==> src/rtl/phold_pkg.sv <==
// Shared definitions for the phold MC lane arbiter: rtnctl field layout,
// MC command encodings, the stats select width and the held MC request record.
package phold_pkg;

  localparam int TAG_LSB    = 0;
  localparam int ID_W       = 3;
  localparam int STAT_SEL_W = 3;

  localparam logic [2:0] AEMC_CMD_IDLE = 3'd0;
  localparam logic [2:0] AEMC_CMD_RD8  = 3'd1;
  localparam logic [2:0] AEMC_CMD_WR8  = 3'd2;

  typedef struct packed {
    logic [2:0]  cmd;
    logic [3:0]  scmd;
    logic [1:0]  size;
    logic [47:0] vadr;
    logic [63:0] data;
  } mc_req_t;

  // Requester id sits directly above the requester-private tag.
  function automatic int id_lsb(input int tag_w);
    return TAG_LSB + tag_w;
  endfunction

endpackage

==> src/rtl/phold_mc_arb_if.sv <==
// Requester-side and MC-side bundles of the phold MC arbiter.
// Requester side: requesters are master, arbiter is slave. MC side: arbiter is master.
interface phold_mc_arb_req_if #(
  parameter int NUM_REQ = 4,
  parameter int TAG_W   = 8
);
  logic [NUM_REQ-1:0]       req_vld;
  logic [3*NUM_REQ-1:0]     req_cmd;
  logic [4*NUM_REQ-1:0]     req_scmd;
  logic [2*NUM_REQ-1:0]     req_size;
  logic [48*NUM_REQ-1:0]    req_vadr;
  logic [64*NUM_REQ-1:0]    req_data;
  logic [TAG_W*NUM_REQ-1:0] req_tag;
  logic [NUM_REQ-1:0]       req_gnt;
  logic [NUM_REQ-1:0]       rsp_vld;
  logic [2:0]               rsp_cmd;
  logic [63:0]              rsp_data;
  logic [TAG_W-1:0]         rsp_tag;
  logic [NUM_REQ-1:0]       rsp_stall;

  modport master (
    output req_vld, req_cmd, req_scmd, req_size, req_vadr, req_data, req_tag, rsp_stall,
    input  req_gnt, rsp_vld, rsp_cmd, rsp_data, rsp_tag
  );
  modport slave (
    input  req_vld, req_cmd, req_scmd, req_size, req_vadr, req_data, req_tag, rsp_stall,
    output req_gnt, rsp_vld, rsp_cmd, rsp_data, rsp_tag
  );
endinterface

interface phold_mc_arb_mc_if #(
  parameter int RTNCTL_WIDTH = 32
);
  logic                    mc_rq_vld;
  logic [2:0]              mc_rq_cmd;
  logic [3:0]              mc_rq_scmd;
  logic [1:0]              mc_rq_size;
  logic [47:0]             mc_rq_vadr;
  logic [63:0]             mc_rq_data;
  logic [RTNCTL_WIDTH-1:0] mc_rq_rtnctl;
  logic                    mc_rq_stall;
  logic                    mc_rs_vld;
  logic [2:0]              mc_rs_cmd;
  logic [3:0]              mc_rs_scmd;
  logic [63:0]             mc_rs_data;
  logic [RTNCTL_WIDTH-1:0] mc_rs_rtnctl;
  logic                    mc_rs_stall;

  modport master (
    output mc_rq_vld, mc_rq_cmd, mc_rq_scmd, mc_rq_size, mc_rq_vadr, mc_rq_data, mc_rq_rtnctl,
    output mc_rs_stall,
    input  mc_rq_stall, mc_rs_vld, mc_rs_cmd, mc_rs_scmd, mc_rs_data, mc_rs_rtnctl
  );
  modport slave (
    input  mc_rq_vld, mc_rq_cmd, mc_rq_scmd, mc_rq_size, mc_rq_vadr, mc_rq_data, mc_rq_rtnctl,
    input  mc_rs_stall,
    output mc_rq_stall, mc_rs_vld, mc_rs_cmd, mc_rs_scmd, mc_rs_data, mc_rs_rtnctl
  );
endinterface

==> src/rtl/phold_rr_arb.sv <==
// Round-robin one-hot arbiter: grants the first request at or after ptr+1 and
// moves the pointer to the winner. Reusable by the event-queue scheduler.
module phold_rr_arb #(
  parameter int N = 4
) (
  input  logic         clk,
  input  logic         rst_n,
  input  logic [N-1:0] i_req,
  input  logic         i_en,
  output logic [N-1:0] o_gnt,
  output logic         o_any
);
  localparam int PW = (N > 1) ? $clog2(N) : 1;

  logic [PW-1:0] r_ptr;
  logic [PW-1:0] w_cand;
  logic [PW-1:0] w_idx;
  logic          w_found;

  // NOTE: every variable written here gets a default first, so no latch is inferred.
  always_comb begin
    w_found = 1'b0;
    w_idx   = r_ptr;
    w_cand  = r_ptr;
    o_gnt   = '0;
    for (int k = 1; k <= N; k++) begin
      w_cand = PW'((int'(r_ptr) + k) % N);
      if (i_en && !w_found && i_req[w_cand]) begin
        w_found = 1'b1;
        w_idx   = w_cand;
      end
    end
    if (w_found) o_gnt[w_idx] = 1'b1;
  end

  assign o_any = w_found;

  // NOTE: sequential state is updated with non-blocking assignments only.
  always_ff @(posedge clk) begin
    if (!rst_n)       r_ptr <= PW'(N - 1);
    else if (w_found) r_ptr <= w_idx;
  end

endmodule

==> src/rtl/phold_mc_arb.sv <==
// Shares one AE MC lane between NUM_REQ phold requesters with credit throttling
// and id-steered responses. Define PHOLD_MC_ARB_STATS_EN for grant/stall counters.
module phold_mc_arb
  import phold_pkg::*;
#(
  parameter int NUM_REQ      = 4,
  parameter int RTNCTL_WIDTH = 32,
  parameter int TAG_W        = 8,
  parameter int MAX_OUTST    = 64
) (
  input  logic               clk,
  input  logic               rst_n,
  phold_mc_arb_req_if.slave  req,
  phold_mc_arb_mc_if.master  mc,
  output logic               idle,
  output logic               err_bad_id
`ifdef PHOLD_MC_ARB_STATS_EN
  ,
  input  logic [STAT_SEL_W-1:0] stat_sel,
  output logic [31:0]           stat_data
`endif
);
  localparam int ID_LSB = id_lsb(TAG_W);
  localparam int OW     = 8;

  logic [NUM_REQ-1:0]      w_gnt;
  logic                    w_any_gnt;
  logic                    w_slot_free, w_xfer, w_can_grant;
  mc_req_t                 w_nxt_req, r_rq;
  logic [RTNCTL_WIDTH-1:0] w_nxt_rtnctl, r_rq_rtnctl;
  logic                    r_rq_vld;
  logic [OW-1:0]           r_outst;
  logic                    w_rs_acc, w_dec, w_rs_bad, w_drain, w_sel_stall;
  logic [ID_W-1:0]         w_rs_id, r_rsp_id;
  logic                    r_rsp_held, r_mc_rs_stall, r_err;
  logic [2:0]              r_rsp_cmd;
  logic [63:0]             r_rsp_data;
  logic [TAG_W-1:0]        r_rsp_tag;
  logic [NUM_REQ-1:0]      w_rsp_vld;
  logic                    w_unused_ok;

  assign w_slot_free = !r_rq_vld || !mc.mc_rq_stall;
  assign w_xfer      = r_rq_vld && !mc.mc_rq_stall;
  // A request already sitting in the slot counts against the credit budget.
  assign w_can_grant = w_slot_free &&
                       (({1'b0, r_outst} + (OW+1)'(r_rq_vld)) < (OW+1)'(MAX_OUTST));

  phold_rr_arb #(.N(NUM_REQ)) u_arb (
    .clk   (clk),
    .rst_n (rst_n),
    .i_req (req.req_vld),
    .i_en  (w_can_grant),
    .o_gnt (w_gnt),
    .o_any (w_any_gnt)
  );

  always_comb begin
    w_nxt_req    = '0;
    w_nxt_rtnctl = '0;
    for (int i = 0; i < NUM_REQ; i++) begin
      if (w_gnt[i]) begin
        w_nxt_req.cmd  = req.req_cmd[i*3 +: 3];
        w_nxt_req.scmd = req.req_scmd[i*4 +: 4];
        w_nxt_req.size = req.req_size[i*2 +: 2];
        w_nxt_req.vadr = req.req_vadr[i*48 +: 48];
        w_nxt_req.data = req.req_data[i*64 +: 64];
        w_nxt_rtnctl[TAG_LSB +: TAG_W] = req.req_tag[i*TAG_W +: TAG_W];
        w_nxt_rtnctl[ID_LSB +: ID_W]   = ID_W'(i);
      end
    end
  end

  always_ff @(posedge clk) begin
    if (!rst_n) begin
      r_rq_vld    <= 1'b0;
      r_rq        <= '0;
      r_rq_rtnctl <= '0;
    end else if (w_any_gnt) begin
      r_rq_vld    <= 1'b1;
      r_rq        <= w_nxt_req;
      r_rq_rtnctl <= w_nxt_rtnctl;
    end else if (w_xfer) begin
      r_rq_vld    <= 1'b0;
    end
  end

  // Stale responses landing after reset must not wrap the counter below zero.
  assign w_rs_acc = mc.mc_rs_vld && !r_mc_rs_stall;
  assign w_dec    = w_rs_acc && ((r_outst != '0) || w_xfer);

  always_ff @(posedge clk) begin
    if (!rst_n)                r_outst <= '0;
    else if (w_xfer && !w_dec) r_outst <= r_outst + 1'b1;
    else if (!w_xfer && w_dec) r_outst <= r_outst - 1'b1;
  end

  assign w_rs_id  = mc.mc_rs_rtnctl[ID_LSB +: ID_W];
  assign w_rs_bad = {1'b0, w_rs_id} >= (ID_W+1)'(NUM_REQ);

  always_comb begin
    w_sel_stall = 1'b0;
    w_rsp_vld   = '0;
    for (int i = 0; i < NUM_REQ; i++) begin
      if (r_rsp_id == ID_W'(i)) begin
        w_sel_stall  = req.rsp_stall[i];
        w_rsp_vld[i] = r_rsp_held;
      end
    end
  end

  assign w_drain = r_rsp_held && !w_sel_stall;

  // mc_rs_stall lags one cycle; the MC stall slack covers the overlap.
  always_ff @(posedge clk) begin
    if (!rst_n) begin
      r_rsp_held    <= 1'b0;
      r_rsp_id      <= '0;
      r_rsp_cmd     <= '0;
      r_rsp_data    <= '0;
      r_rsp_tag     <= '0;
      r_mc_rs_stall <= 1'b0;
      r_err         <= 1'b0;
    end else begin
      if (w_rs_acc && !w_rs_bad) begin
        r_rsp_held <= 1'b1;
        r_rsp_id   <= w_rs_id;
        r_rsp_cmd  <= mc.mc_rs_cmd;
        r_rsp_data <= mc.mc_rs_data;
        r_rsp_tag  <= mc.mc_rs_rtnctl[TAG_LSB +: TAG_W];
      end else if (w_drain) begin
        r_rsp_held <= 1'b0;
      end
      if (w_rs_acc && w_rs_bad) r_err <= 1'b1;
      r_mc_rs_stall <= r_rsp_held && w_sel_stall;
    end
  end

  assign w_unused_ok = &{1'b0, mc.mc_rs_scmd, mc.mc_rs_rtnctl[RTNCTL_WIDTH-1:ID_LSB+ID_W]};

  assign req.req_gnt      = w_gnt;
  assign req.rsp_vld      = w_rsp_vld;
  assign req.rsp_cmd      = r_rsp_cmd;
  assign req.rsp_data     = r_rsp_data;
  assign req.rsp_tag      = r_rsp_tag;
  assign mc.mc_rq_vld     = r_rq_vld;
  assign mc.mc_rq_cmd     = r_rq.cmd;
  assign mc.mc_rq_scmd    = r_rq.scmd;
  assign mc.mc_rq_size    = r_rq.size;
  assign mc.mc_rq_vadr    = r_rq.vadr;
  assign mc.mc_rq_data    = r_rq.data;
  assign mc.mc_rq_rtnctl  = r_rq_rtnctl;
  assign mc.mc_rs_stall   = r_mc_rs_stall;
  assign idle             = !r_rq_vld && !r_rsp_held && (r_outst == '0);
  assign err_bad_id       = r_err;

`ifdef PHOLD_MC_ARB_STATS_EN
  logic [31:0] r_gnt_cnt [NUM_REQ];
  logic [31:0] r_stall_cnt;
  logic [31:0] r_stat_data;

  // NOTE: the counter array is flops, not RAM, so it is cleared explicitly on reset.
  always_ff @(posedge clk) begin
    if (!rst_n) begin
      for (int i = 0; i < NUM_REQ; i++) r_gnt_cnt[i] <= '0;
      r_stall_cnt <= '0;
      r_stat_data <= '0;
    end else begin
      for (int i = 0; i < NUM_REQ; i++)
        if (w_gnt[i] && (r_gnt_cnt[i] != '1)) r_gnt_cnt[i] <= r_gnt_cnt[i] + 1'b1;
      if (r_rq_vld && mc.mc_rq_stall && (r_stall_cnt != '1))
        r_stall_cnt <= r_stall_cnt + 1'b1;
      r_stat_data <= '0;
      for (int i = 0; i < NUM_REQ; i++)
        if (stat_sel == STAT_SEL_W'(i)) r_stat_data <= r_gnt_cnt[i];
      if ({1'b0, stat_sel} == (STAT_SEL_W+1)'(NUM_REQ)) r_stat_data <= r_stall_cnt;
    end
  end

  assign stat_data = r_stat_data;
`endif

endmodule

==> src/flat_wrapper.sv <==
// flat-port wrapper written by rule: the top's interface ports become plain ports
module phold_mc_arb_flat import phold_pkg::*;
#(
  parameter int NUM_REQ      = 4,
  parameter int RTNCTL_WIDTH = 32,
  parameter int TAG_W        = 8,
  parameter int MAX_OUTST    = 64
)
  (clk, rst_n, idle, err_bad_id, req_req_vld, req_req_cmd, req_req_scmd, req_req_size, req_req_vadr, req_req_data, req_req_tag, req_rsp_stall, req_req_gnt, req_rsp_vld, req_rsp_cmd, req_rsp_data, req_rsp_tag, mc_mc_rq_vld, mc_mc_rq_cmd, mc_mc_rq_scmd, mc_mc_rq_size, mc_mc_rq_vadr, mc_mc_rq_data, mc_mc_rq_rtnctl, mc_mc_rs_stall, mc_mc_rq_stall, mc_mc_rs_vld, mc_mc_rs_cmd, mc_mc_rs_scmd, mc_mc_rs_data, mc_mc_rs_rtnctl);
  phold_mc_arb_req_if #(.NUM_REQ(NUM_REQ), .TAG_W(TAG_W)) req_i ();
  phold_mc_arb_mc_if #(.RTNCTL_WIDTH(RTNCTL_WIDTH)) mc_i ();
  input  logic clk;
  input  logic rst_n;
  output logic idle;
  output logic err_bad_id;
  input wire logic [$bits(req_i.req_vld)-1:0] req_req_vld;
  input wire logic [$bits(req_i.req_cmd)-1:0] req_req_cmd;
  input wire logic [$bits(req_i.req_scmd)-1:0] req_req_scmd;
  input wire logic [$bits(req_i.req_size)-1:0] req_req_size;
  input wire logic [$bits(req_i.req_vadr)-1:0] req_req_vadr;
  input wire logic [$bits(req_i.req_data)-1:0] req_req_data;
  input wire logic [$bits(req_i.req_tag)-1:0] req_req_tag;
  input wire logic [$bits(req_i.rsp_stall)-1:0] req_rsp_stall;
  output wire logic [$bits(req_i.req_gnt)-1:0] req_req_gnt;
  output wire logic [$bits(req_i.rsp_vld)-1:0] req_rsp_vld;
  output wire logic [$bits(req_i.rsp_cmd)-1:0] req_rsp_cmd;
  output wire logic [$bits(req_i.rsp_data)-1:0] req_rsp_data;
  output wire logic [$bits(req_i.rsp_tag)-1:0] req_rsp_tag;
  output wire logic [$bits(mc_i.mc_rq_vld)-1:0] mc_mc_rq_vld;
  output wire logic [$bits(mc_i.mc_rq_cmd)-1:0] mc_mc_rq_cmd;
  output wire logic [$bits(mc_i.mc_rq_scmd)-1:0] mc_mc_rq_scmd;
  output wire logic [$bits(mc_i.mc_rq_size)-1:0] mc_mc_rq_size;
  output wire logic [$bits(mc_i.mc_rq_vadr)-1:0] mc_mc_rq_vadr;
  output wire logic [$bits(mc_i.mc_rq_data)-1:0] mc_mc_rq_data;
  output wire logic [$bits(mc_i.mc_rq_rtnctl)-1:0] mc_mc_rq_rtnctl;
  output wire logic [$bits(mc_i.mc_rs_stall)-1:0] mc_mc_rs_stall;
  input wire logic [$bits(mc_i.mc_rq_stall)-1:0] mc_mc_rq_stall;
  input wire logic [$bits(mc_i.mc_rs_vld)-1:0] mc_mc_rs_vld;
  input wire logic [$bits(mc_i.mc_rs_cmd)-1:0] mc_mc_rs_cmd;
  input wire logic [$bits(mc_i.mc_rs_scmd)-1:0] mc_mc_rs_scmd;
  input wire logic [$bits(mc_i.mc_rs_data)-1:0] mc_mc_rs_data;
  input wire logic [$bits(mc_i.mc_rs_rtnctl)-1:0] mc_mc_rs_rtnctl;
  assign req_i.req_vld = req_req_vld;
  assign req_i.req_cmd = req_req_cmd;
  assign req_i.req_scmd = req_req_scmd;
  assign req_i.req_size = req_req_size;
  assign req_i.req_vadr = req_req_vadr;
  assign req_i.req_data = req_req_data;
  assign req_i.req_tag = req_req_tag;
  assign req_i.rsp_stall = req_rsp_stall;
  assign req_req_gnt = req_i.req_gnt;
  assign req_rsp_vld = req_i.rsp_vld;
  assign req_rsp_cmd = req_i.rsp_cmd;
  assign req_rsp_data = req_i.rsp_data;
  assign req_rsp_tag = req_i.rsp_tag;
  assign mc_mc_rq_vld = mc_i.mc_rq_vld;
  assign mc_mc_rq_cmd = mc_i.mc_rq_cmd;
  assign mc_mc_rq_scmd = mc_i.mc_rq_scmd;
  assign mc_mc_rq_size = mc_i.mc_rq_size;
  assign mc_mc_rq_vadr = mc_i.mc_rq_vadr;
  assign mc_mc_rq_data = mc_i.mc_rq_data;
  assign mc_mc_rq_rtnctl = mc_i.mc_rq_rtnctl;
  assign mc_mc_rs_stall = mc_i.mc_rs_stall;
  assign mc_i.mc_rq_stall = mc_mc_rq_stall;
  assign mc_i.mc_rs_vld = mc_mc_rs_vld;
  assign mc_i.mc_rs_cmd = mc_mc_rs_cmd;
  assign mc_i.mc_rs_scmd = mc_mc_rs_scmd;
  assign mc_i.mc_rs_data = mc_mc_rs_data;
  assign mc_i.mc_rs_rtnctl = mc_mc_rs_rtnctl;
  phold_mc_arb #(.NUM_REQ(NUM_REQ), .RTNCTL_WIDTH(RTNCTL_WIDTH), .TAG_W(TAG_W), .MAX_OUTST(MAX_OUTST)) u_core (.clk(clk), .rst_n(rst_n), .req(req_i), .mc(mc_i), .idle(idle), .err_bad_id(err_bad_id));
endmodule
==> config.mk <==
export PLATFORM = sky130hd
export DESIGN_NAME = phold_mc_arb_flat
export DESIGN_NICKNAME = d
export VERILOG_FILES = /design/src/rtl/phold_pkg.sv /design/src/rtl/phold_mc_arb_if.sv /design/src/rtl/phold_rr_arb.sv /design/src/rtl/phold_mc_arb.sv /design/src/flat_wrapper.sv
export SDC_FILE = /design/constraint.sdc
export NUM_CORES = 1
export LEC_CHECK = 0
export BUFFER_PORTS_ARGS = -buffer_cell sky130_fd_sc_hd__buf_2
export CAP_MARGIN = 0
export CORE_AREA = 8 8 337 339
export CTS_BUF_LIST = sky130_fd_sc_hd__clkbuf_4
export DETAILED_ROUTE_END_ITERATION = 12
export DIE_AREA = 0 0 345 347
export HOLD_SLACK_MARGIN = 0.06
export PLACE_DENSITY = 0.37
export SLEW_MARGIN = 30
export SYNTH_ARGS = -nofsm -noshare
export SYNTH_HDL_FRONTEND = slang
export SYNTH_SLANG_ARGS = --single-unit
==> constraint.sdc <==
create_clock -name clk -period 3.4 [get_ports clk]
set_input_delay 0.68 -clock clk [delete_from_list [all_inputs] [get_ports clk]]
set_output_delay 0.68 -clock clk [all_outputs]
set_load 0.03 [all_outputs]
==> summary.md <==
| Metric | Value |
|---|---|
| Drt wl/cell | `between 20 and 25 um` |
| Via count | `16300` |
| Synth Instances | `roughly 1400` |
| Critical Path RT | `2720 ps` |
| Dpl cells | `3515` |
| Vias in the first global route | `17300` |
| CTS tree | `built` |
| Top layer in use | `met5` |
| Count of cell types in the netlist | `43` |
| Async SR Flop Fraction | `0` |
| Row cnt | `121` |
| Data arrival, critical path | `2540 ps` |
| Initial antenna violation count | `56` |
| Final non-filler cell total | `4042` |
| CP max-delay cell | `dlygate4sd3_1` |
| Max incr delay on CP | `560 ps` |
| Drt drc | `0` |
| Share of layout cells above drive strength 1 | `0.390` |
| Outcome | `complete, no violations` |
| Tightest Hold Check Type | `input port to register` |
| Leak pwr | `11.1 nW` |
| Critical path depth | `9` |
| Post-synth design cell area | `11500 um^2` |
| PwrDens | `747 nW/um^2` |
| Final period utilization | `0.946` |
| Initial Util | `0.107` |
| CP bufs+invs | `4` |
| Final core occ | `0.204` |
| # clock sinks | `223` |
| YS warnings | `0` |
| CP max FO | `4` |
| Sequential element share of the synthesized area | `0.388` |
| CP delay by family, top | `buffers and inverters` |
| Chip width | `345 um` |
| EDFF count, synth | `0` |
| Post-route ant nets | `0` |
| HPWL after DPL | `64700 um` |
| Via density | `4.03` |
| First-pass GRT wire length | `~120000 um` |
| Die height | `347 um` |
| Startpoint Class | `input port` |
| Total grt overflow | `0` |
| Largest net degree at the start of global routing | `119` |
| Worst path most repeated cell | `buf_4` |
| # port buffers | `823` |
| DR iter-0 viols | `715` |
| Clock Path Buffers | `3` |
| Area Growth Syn to Fin | `91.5%` |
| Avg Inst Size Synth | `between 8 and 9 um^2` |
| Wire length on met2 | `43200 um` |
| # H-tree levels | `3` |
| Slew headroom | `0.404` |
| Nets | `3181` |
| Worst-Margin Slew | `892 ps` |
| Pins over their slew limit | `0` |
| Clock buffer count from CTS | `78` |
| Final setup viols | `0` |
| Cells on worst reg2reg path | `8` |
| Clock root buffer | `clkbuf_4` |
| Seq cells post-synth | `223` |
| Worst-path clk slew | `about 50 ps` |
| Max_cap viols | `0` |
| Peak VDD IR | `about 460 uV` |
| Final Hold Violating Endpoints | `0` |
| Core footprint | `108000 um^2` |
| Upper clock frequency limit | `roughly 310 MHz` |
| Routability cong. | `0.800` |
| Met3 routed WL | `7160 um` |
| Skew-Pair Late Insertion Delay | `870 ps` |
| Fin crit period | `3220 ps` |
| Die ar. | `120000 um^2` |
| Gr usage total | `0.137` |
| DRT Wirelength | `87000 um` |
| Crit-path cells | `dlygate4sd3_1 -> buf_2 -> nand2_1 -> o211ai_4 -> o31ai_1 -> buf_4 -> nand2_4 -> nor2_2 -> buf_4` |
| Critical path class | `input port to output pin` |
| Overall Power | `16.5 mW` |
| Worst Skew | `44.3 ps` |
| DR pass1 iterations | `4` |
| Fill cell count | `12300` |
| Critical Path End Type | `output pin` |
| Reg2reg setup slack | `240 ps` |
| Top_reg_cell synth | `dfxtp_1` |
| Hold path depth | `3` |
| Min Hold Slack | `253 ps` |
| IO Pins | `871` |
| WL met1 | `around 34000 um` |
report_power, final:
| part | leakage (nW) | switching, mW | internal (mW) |
|---|---|---|---|
| sequential | 1.83 | 0.762 | 3.50 |
| clock | 0.576 | 1.50 | 1.56 |
| combinational | 8.71 | 5.56 | 3.59 |
| total | 11.1 | 7.83 | 8.65 |
timing repair:
| item | in CTS | in global routing |
|---|---|---|
| endpoints found under the hold margin | 206 | 0 |
| endpoints found under the setup margin | 4 | 11 |
| gates resized for setup | 13 | 5 |
| buffers inserted | 2 | 4 |
| pin swaps | 1 | 2 |
| hold buffers | 356 | 0 |
registers in the layout, indices dropped and copies added, names as in the netlist, 2 cells and up:
signal                  flops
u_core.mc.mc_rq_rtnctl     10
u_core.req.rsp_tag          8
u_core.req.rsp_data        64
u_core.r_rsp_id             3
u_core.r_outst              8
u_core.mc.mc_rq_scmd        4
u_core.req.rsp_cmd          3
u_core.mc.mc_rq_data       64
u_core.u_arb.r_ptr          2
u_core.mc.mc_rq_vadr       48
u_core.mc.mc_rq_cmd         3
u_core.mc.mc_rq_size        2
cells in the mapped netlist (2+ instances only):
| library cell | count | area [um^2] |
|---|---|---|
| a2111oi_0 | 2 | 17.5 |
| a211oi_2 | 2 | 25.0 |
| a21o_1 | 5 | 37.5 |
| a21oi_1 | 87 | 435 |
| a22oi_1 | 115 | 863 |
| and3_1 | 4 | 25.0 |
| buf_1 | 7 | 26.3 |
| buf_2 | 19 | 95.1 |
| buf_4 | 26 | 195 |
| clkbuf_1 | 107 | 402 |
| dfxtp_1 | 223 | 4460 |
| ha_1 | 6 | 75.1 |
| inv_1 | 4 | 15.0 |
| mux2i_1 | 30 | 300 |
| mux4_2 | 2 | 45.0 |
| nand2_1 | 281 | 1050 |
| nand2b_1 | 7 | 43.8 |
| nand3_1 | 139 | 696 |
| nand4_1 | 2 | 12.5 |
| nor2_1 | 24 | 90.1 |
| nor2b_1 | 5 | 31.3 |
| nor3_1 | 5 | 25.0 |
| o211a_1 | 116 | 1160 |
| o21ai_0 | 4 | 20.0 |
| o21bai_1 | 3 | 22.5 |
| o221ai_1 | 129 | 1130 |
| o31ai_1 | 2 | 15.0 |
| or2_2 | 3 | 18.8 |
| or3_1 | 2 | 12.5 |
| xnor2_1 | 3 | 26.3 |
| xor2_1 | 3 | 26.3 |
cells in the final DEF (no fill, tap or decap), drive strengths merged, types with 3 or more instances in the layout:
master       Yosys  routed
buf             52     866
dlygate4sd3      0     356
nand2          281     281
dfxtp          223     223
nand3          139     139
o221ai         129     129
o211a          116     116
a22oi          115     115
clkbuf         107     110
a21oi           88      88
diode            0      30
mux2i           30      30
nor2            24      24
clkinv           0      23
conb             1      22
nand2b           7       7
ha               6       6
a21o             5       5
nor3             5       5
nor2b            5       5
inv              4       5
o21ai            4       4
and3             4       4
or2              3       3
xor2             3       3
o21bai           3       3
xnor2            3       3
cells by family (layout without fill, tap and decap cells):
kind of cell               count (synthesis)  after routing  share of synthesized area
other                                      1             52                   0.000326
muxes                                     32             32                     0.0300
buffers and inverters                    163           1361                     0.0637
xor gates and xnor gates                   6              6                    0.00456
adders and majority gates                  7              7                    0.00826
and+or+nand+nor                          476            476                      0.177
AOI/OAI and AO/OA                        471            471                      0.329
DFF                                      223            223                      0.388
layout make-up:
class / count / area (um^2) / area share
clock inverters: 25 / 134 / 0.00607
multi-input cells: 1014 / 6540 / 0.297
inverters: 4 / 16.3 / 0.000738
diodes: 30 / 75.1 / 0.00340
well taps: 1414 / 1770 / 0.0802
flip-flops and latches: 223 / 4470 / 0.203
clock buffers: 110 / 826 / 0.0375
repair buffers: 1222 / 8220 / 0.373
worst reg2reg max path, stage by stage (launching register included):
cell and delay [ps]:
dfxtp_1 500, mux4_2 560, nand3_1 200, xnor2_4 150
buf_12 170, mux2i_1 190, dlygate4sd3_1 570, o221ai_1 120
dlygate4sd3_1 590
final timing paths:
check | endpoint | start
hold reg to reg | u_core.req.rsp_data[47] | u_core.req.rsp_data[47]
setup / recovery | req_req_gnt[1] | mc_mc_rq_stall
setup reg to reg | u_core.mc.mc_rq_data[56] | u_core.u_arb.r_ptr[1]
hold / removal | u_core.req.rsp_data[57] | mc_mc_rs_data[57]
metrics by stage:
stage	setup WS, ps	setup TNS (ps)	area [um^2]
4_1_cts	2.15	0	21900
5_1_grt	-10.7	-21.0	22000
2_1_floorplan	567	0	11600
3_3_place_gp	253	0	17300
3_5_place_dp	250	0	17300
6_report	182	0	22000
per-layer routing:
metal  vias up  track usage
li1       7592            -
met4        20       0.0507
met2       729        0.239
met3       193       0.0503
met1      7754        0.153
met5         -            0
No activity file was read; power rests on OpenSTA's default activity.
